## src/rtl/med_stream_filter.sv

```systemverilog
// Streaming 3-tap median filter over a valid/ready line stream.
// Edge samples are replicated so each line yields exactly N outputs.
module med_stream_filter #(
  parameter int DW = 3
) (
  input  logic          clk,
  input  logic          rst,
  input  logic          in_valid,
  output logic          in_ready,
  input  logic [DW-1:0] in_data,
  input  logic          in_last,
  output logic          out_valid,
  input  logic          out_ready,
  output logic [DW-1:0] out_data,
  output logic          out_last
);

  typedef enum logic [1:0] {
    IDLE,
    RUN,
    FLUSH
  } state_t;

  state_t        state_q, state_d;
  logic [DW-1:0] w_prev_q, w_prev_d;
  logic [DW-1:0] w_cur_q, w_cur_d;
  logic [DW-1:0] out_data_q, out_data_d;
  logic          out_last_q, out_last_d;
  logic          out_valid_q, out_valid_d;

  logic          slot_free;
  logic          accept;
  logic          load;
  logic [DW-1:0] ld_data;
  logic          ld_last;

  function automatic logic [DW-1:0] med3(
    input logic [DW-1:0] a,
    input logic [DW-1:0] b,
    input logic [DW-1:0] c
  );
    logic [DW-1:0] lo, hi, m;
    lo = (a < b) ? a : b;
    hi = (a < b) ? b : a;
    m  = (hi < c) ? hi : c;
    return (lo > m) ? lo : m;
  endfunction

  assign slot_free = !out_valid_q || out_ready;
  assign in_ready  = slot_free && (state_q != FLUSH);
  assign accept    = in_valid && in_ready;

  always_comb begin
    state_d  = state_q;
    w_prev_d = w_prev_q;
    w_cur_d  = w_cur_q;
    load     = 1'b0;
    ld_data  = '0;
    ld_last  = 1'b0;
    unique case (state_q)
      IDLE: begin
        if (accept) begin
          if (in_last) begin
            load    = 1'b1;
            ld_data = in_data;
            ld_last = 1'b1;
          end else begin
            w_prev_d = in_data;
            w_cur_d  = in_data;
            state_d  = RUN;
          end
        end
      end
      RUN: begin
        if (accept) begin
          load     = 1'b1;
          ld_data  = med3(w_prev_q, w_cur_q, in_data);
          w_prev_d = w_cur_q;
          w_cur_d  = in_data;
          if (in_last) state_d = FLUSH;
        end
      end
      FLUSH: begin
        if (slot_free) begin
          load    = 1'b1;
          ld_data = med3(w_prev_q, w_cur_q, w_cur_q);
          ld_last = 1'b1;
          state_d = IDLE;
        end
      end
      default: state_d = IDLE;
    endcase
  end

  // Load and drain may coincide, keeping one sample per cycle.
  always_comb begin
    out_data_d  = out_data_q;
    out_last_d  = out_last_q;
    out_valid_d = out_valid_q;
    if (load) begin
      out_data_d  = ld_data;
      out_last_d  = ld_last;
      out_valid_d = 1'b1;
    end else if (out_ready) begin
      out_valid_d = 1'b0;
    end
  end

  always_ff @(posedge clk or posedge rst) begin
    if (rst) begin
      state_q     <= IDLE;
      w_prev_q    <= '0;
      w_cur_q     <= '0;
      out_data_q  <= '0;
      out_last_q  <= 1'b0;
      out_valid_q <= 1'b0;
    end else begin
      state_q     <= state_d;
      w_prev_q    <= w_prev_d;
      w_cur_q     <= w_cur_d;
      out_data_q  <= out_data_d;
      out_last_q  <= out_last_d;
      out_valid_q <= out_valid_d;
    end
  end

  assign out_valid = out_valid_q;
  assign out_data  = out_data_q;
  assign out_last  = out_last_q;

endmodule

```

## config.mk

```make
export PLATFORM = sky130hd
export DESIGN_NAME = med_stream_filter
export DESIGN_NICKNAME = d
export VERILOG_FILES = /design/src/rtl/med_stream_filter.sv
export SDC_FILE = /design/constraint.sdc
export NUM_CORES = 1
export LEC_CHECK = 0
export CAP_MARGIN = 0
export CORE_AREA = 5 5 54 56
export DETAILED_ROUTE_END_ITERATION = 7
export DIE_AREA = 0 0 59 61
export PLACE_DENSITY_LB_ADDON = 0.3
export SLEW_MARGIN = 20
export SYNTH_ARGS = -nofsm -noshare
export SYNTH_HDL_FRONTEND = slang
export SYNTH_SLANG_ARGS = --single-unit
```

## constraint.sdc

```tcl
create_clock -name clk -period 4.46 [get_ports clk]
set_input_delay 0.892 -clock clk [delete_from_list [all_inputs] [get_ports clk]]
set_output_delay 0.892 -clock clk [all_outputs]
set_load 0.005 [all_outputs]
```

==> flow_summary.toml, run 1 <==
[status]
outcome = "finished, final reports clean"

[yosys]
synth_mux_area_share_pct = 7.54
synth.top_cell.area_share_pct = 26.5
syn_avg_cell_area_um2 = 8.18
synthCells = 150
synthArstFlopShare_pct = 100
synth_cell_type_count = 35
synthAdderAreaFrac_pct = 16.3
yosysTopAreaCell = "dfrtp_1"
synth_compound_area_share_pct = 22.7
synth_area_mm2 = 0.00123
yosys-top-cells-count = "inv_1 (20), ha_1 (16), nand2_1 (16)"
synthTopCellsByArea = "dfrtp_1 (27%), ha_1 (16%), inv_1 (6.1%)"
synth_edf_count = 0
synth-simple-area-share_pct = 19.6
synth_top_family_by_area = "compound AO/OA/AOI/OAI gates"
synthXorXnorAreaFrac_pct = 0
synthFlopType = "dfrtp_1"
yosysSeqAreaShare_pct = 26.5
synth_warnings = 0
syn_nets = 174
synth.most_common_cell = "inv_1"
ys_ff_latch = 13

[cells_and_area]
synthToLayoutAreaGrowth_pct = 17.0
final_util_pct = 60.2
nets = 190
drive_above_1_share_pct = 10.9
diodes = 0

[run]
drv_cap = 0

[place]
routabilityCongestion = 0.885
io_buffer_count = 13
hpwl_um = 2270
dp_slack_ps = 200

[floorplanning]
initial_core_util_pct = 51.4
io_pins = 14
die_w_um = 59
dieHeight_um = 61
die_area_mm2 = 0.00360
core_area_mm2 = 0.00239
num_rows = 18

[cts]
htree_levels = 1
cts_tree = "done"
clk_latency_ps = 290
cts_buffers = 3
cts_root_buffer = "clkbuf_4"
cts.path.max_buffers = 2
clock-sinks = 13
clk_pin_slew_ps = 90

[global_route]
grt_pass1_wl_um = 4950
grt_pass1_vias = 1149
grt_max_degree = 14
globalRouteTotalUtil_pct = 18.0
grt_overflow = 0
antenna_found_initial = 0

[drt]
drt_iter0_markers = 24
totalWireLength_um = 2850
wl_per_cell_um = 14.6
wl_met2_um = 1450
top_layer_used = "met4"
vias = 1125
met3_length_um = 81
drc = 0
ant_nets = 0
m1WireLength_um = 1230
firstDrtPassIters = 4
via_per_inst = 5.77

[sta]
tns_ps = 0
max_slew.worst_pin.slew_ps = 1000
timing.final.ws_setup_ps = 335
relSlewSlack_pct = 32.5
setup_viol = 0
hold_ws_ps = 516
finalClockSkew_ps = 10.1
finalMaxSlewViolations = 0
hold_viol_final = 0
min_period_over_period_pct = 92.5
clock.fmax_ghz = 0.242
rsz0062_at_grt = "false"
period_needed_ps = 4130

[worst_setup_path]
cp_max_fo = 6
cp-start-kind = "register"
end_kind = "register"
cp.arrival_ps = 4320
cp.required_ps = 4660
path_class = "register to register"

[power]
irDropWorstVdd_mv = 0.481
p_per_area_mw_per_mm2 = 718
leakage_nw = 0.677
finalPower_mw = 1.03

[hold_path]
min_path_type = "register to register"
## kinds of logic after synthesis
logic type                 count (synthesis)
and+or+nand+nor                           48
AOI/OAI and AO/OA                         40
buffers and inverters                     24
adders and majority gates                 16
DFF                                       13
muxes                                      9
## where the power goes
part / leakage [nW] / internal (mW) / switching (mW) / total (mW)
sequential: 0.158 / 0.161 / 0.0519 / 0.213
combinational: 0.501 / 0.369 / 0.375 / 0.744
clock: 0.0177 / 0.0334 / 0.0412 / 0.0746
total: 0.677 / 0.563 / 0.469 / 1.03
## what timing repair did
item,in CTS,in global routing
hold buffers,0,0
buffers inserted,0,2
setup endpoints to repair,0,3
resized for setup,0,5
## metal layers
metal	vias to the layer above	GRT usage [%]
li1	548	-
met1	537	19.7
met2	29	33.4
met3	11	3.62
met4	0	8.41
met5	-	0
## flip-flops by register name, indices dropped and copies added (netlist names)
name,count
w_cur_q,3
state_q,2
w_prev_q,3
out_last,1
out_data,3
out_valid,1
## critical path: stages (launching register included)
cell and delay (ps):
dfrtp_2 440, inv_1 100, ha_1 320, and2b_4 210, a311oi_4 300, mux2i_2 310
inv_1 90, ha_1 180, nor2b_1 130, a311oi_2 290, nand2b_1 110, mux2i_1 230
ha_1 290, nand2b_1 70, a21oi_1 60, o22ai_1 330, or3b_1 400, a31oi_1 160
## placed cells by master (no fill, tap or decap), types with 4 or more instances in the layout
cell,n
a21oi_1,9
nor2b_1,4
nand2b_1,5
ha_1,16
clkdlybuf4s50_1,13
o21ai_0,12
nor2_1,13
inv_1,20
dfrtp_1,11
mux2i_1,6
nand2_1,16
## metrics by stage
step / cell area (µm²) / std cells
detailed placement: 1380 / 189
floorplan: 1230 / 150
CTS: 1410 / 193
global placement: 1380 / 189
finish: 1440 / 195
global route: 1440 / 195
## cell type report
cell class | count | area [µm²]
fill | 234 | 951
multi-input combinational | 113 | 823
sequential | 13 | 328
timing repair buffer | 15 | 145
inverter | 20 | 75.1
tap | 30 | 37.5
clock buffer | 3 | 22.5
clock inverter | 1 | 5.00
## final timing paths
kind,endpoint,from,slack (ps),depth (start not counted)
max,out_data[1],w_cur_q[2],330,17
min,out_last,out_last,520,2
max reg2reg,out_data[1],w_cur_q[2],330,17
min reg2reg,out_last,out_last,520,2
max in group asynchronous,w_prev_q[2],rst,3180,2
min in group asynchronous,state_q[1],rst,920,2
Power figures use the tool's default switching activity.
==> inputs of run 2 (changes only) <==
--- a/config.mk
+++ b/config.mk
@@ -5,10 +5,11 @@
 export SDC_FILE = /design/constraint.sdc
 export NUM_CORES = 1
 export LEC_CHECK = 0
+export ABC_AREA = 1
 export CAP_MARGIN = 0
-export CORE_AREA = 5 5 54 56
+export CORE_AREA = 5 5 53 55
 export DETAILED_ROUTE_END_ITERATION = 7
-export DIE_AREA = 0 0 59 61
+export DIE_AREA = 0 0 58 60
 export PLACE_DENSITY_LB_ADDON = 0.3
 export SLEW_MARGIN = 20
 export SYNTH_ARGS = -nofsm -noshare
==> run 2 against run 1 <==
Via count up 3.6%. Die area shrank 3.3%. Area after synthesis down 1.6%. Highest routed layer unchanged. First-iteration DRC count is 120% higher. Cell count increased by 11%. Largest cell class unchanged. Non-clock buffer count is 2 lower. Sequential share of layout area up 0.37 points. Core utilization is 0.29 points lower.
==> flow_summary.toml, run 2 <==
[worst_setup_path]
worstSetupPathDepth = 19
path_class = "register to register"
worst-path-buf-inv = 4
worst_path_largest_cell_delay_ps = 430
cp_max_fo = 7
cp.arrival_ps = 3700
slowest_stage = "dfrtp_1"
cp-start-kind = "register"
cp.required_ps = 4680
crit_path_cell_trace = "inv_1 -> ha_1 -> inv_1 -> a21oi_4 -> nand2_4 -> o21ai_2 -> ha_1 -> inv_1 -> nor2_1 -> a21oi_1 -> nand2_1 -> and2_1 -> ha_1 -> nand2_1 -> o21ai_1 -> inv_1 -> a21oi_1 -> a21oi_1 -> a21oi_1"
r2r_cells = 19
end_kind = "register"
path_delay_family = "compound AO/OA/AOI/OAI gates"

[yosys]
synthCells = 170
synthFlopType = "dfrtp_1"
synth_warnings = 0
synthArstFlopShare_pct = 100
ys_ff_latch = 13
synth_edf_count = 0
synth.most_common_cell = "nand2_1"
synth.top_cell.area_share_pct = 26.9
syn_avg_cell_area_um2 = 7.10
synth_cell_type_count = 24
yosysTopAreaCell = "dfrtp_1"
yosys-top-cells-count = "nand2_1 (39), inv_1 (25), ha_1 (16)"
synth_area_mm2 = 0.00121
syn_nets = 194
synthTopCellsByArea = "dfrtp_1 (27%), ha_1 (17%), nand2_1 (12%)"
yosysSeqAreaShare_pct = 26.9

[sta]
finalClockSkew_ps = 0.976
min_period_over_period_pct = 78.0
relSlewSlack_pct = 63.9
hold_viol_final = 0
setup_viol = 0
max_slew.worst_pin.slew_ps = 541
rsz0062_at_grt = "false"
clock.fmax_ghz = 0.288
tns_ps = 0
period_needed_ps = 3480
finalMaxSlewViolations = 0

[cts]
clk_latency_ps = 290
clock-sinks = 13
cts_tree = "done"
cts_hold_buf = 0
cts_buffers = 3
cts.path.max_buffers = 2
clk_pin_slew_ps = 90
postCtsSetupBuffers = 0
htree_levels = 1
cts_resized = 0
cts_root_buffer = "clkbuf_4"

[floorplanning]
io_pins = 14
dieHeight_um = 60
die_area_mm2 = 0.00348
initial_core_util_pct = 51.5
num_rows = 18
core_area_mm2 = 0.00234
die_w_um = 58

[global_route]
globalRouteTotalUtil_pct = 18.2
grt_max_degree = 14
grt_overflow = 0
grt_pass1_wl_um = 4820
grt_pass1_vias = 1115
antenna_found_initial = 0

[status]
outcome = "finished, final reports clean"

[drt]
wl_per_cell_um = 12.8
wl_met2_um = 1390
m1WireLength_um = 1120
vias = 1166
met3_length_um = 197
top_layer_used = "met4"
via_per_inst = 5.37
ant_nets = 0
drc = 0
firstDrtPassIters = 5
drt_iter0_markers = 53
totalWireLength_um = 2780

[cells_and_area]
layout_common_cells = "nand2_1 (39), inv_1 (25), ha_1 (16)"
drive_above_1_share_pct = 14.4
diodes = 0
nets = 212
synthToLayoutAreaGrowth_pct = 16.2
layout_commonest_cell = "nand2_1"

[place]
hpwl_um = 2260
io_buffer_count = 13
routabilityCongestion = 0.897

[hold_path]
holdPathStages = 2
min_path_type = "register to register"

[run]
drv_cap = 0
-- run 2: per-layer routing --
| metal | track usage, % | up-vias |
|---|---|---|
| met3 | 2.81 | 11 |
| met2 | 33.5 | 51 |
| met4 | 6.29 | 0 |
| met5 | 0 | - |
| li1 | - | 591 |
| met1 | 21.3 | 513 |
-- run 2: kinds of logic after synthesis --
kind of cell	share of synthesized area, %
DFF	26.9
and+or+nand+nor	30.1
buffers and inverters	9.33
AOI/OAI and AO/OA	17.1
adders and majority gates	16.6
-- run 2: cell type report --
class,instances,area (µm²)
Tap cell,30,37.5
Sequential cell,13,325
Inverter,30,113
Clock buffer,3,22.5
Timing Repair Buffer,13,130
Clock inverter,1,5.00
Multi-Input combinational cell,127,769
Fill cell,210,940
-- run 2: final timing paths --
path	startpoint	to	slack, ps
min	out_last	out_last	490
max reg2reg	w_cur_q[2]	out_data[0]	980
min reg2reg	out_last	out_last	490
max	w_cur_q[2]	out_data[0]	980
max in group asynchronous	rst	out_data[2]	3170
min in group asynchronous	rst	state_q[1]	930
-- run 2: tightest hold or removal path: stages, from the launching register on --
cell and delay [ps]:
dfrtp_1 360, nand2_1 60, nand2_1 50
-- run 2: stage by stage --
stage	util, %	std cells	hold WS (ps)	worst slack, ps	area [µm²]
5_1_grt	59.9	217	516	656	1400
3_3_place_gp	58.7	213	453	1070	1380
4_1_cts	59.9	217	492	1010	1400
2_1_floorplan	-	170	465	1440	1210
3_5_place_dp	58.7	213	470	978	1380
6_report	59.9	217	486	982	1400
Power of run 2 is left out: the tool's default activity adds up to more than one toggle a clock period on the data nets, which glitch-free logic cannot reach.
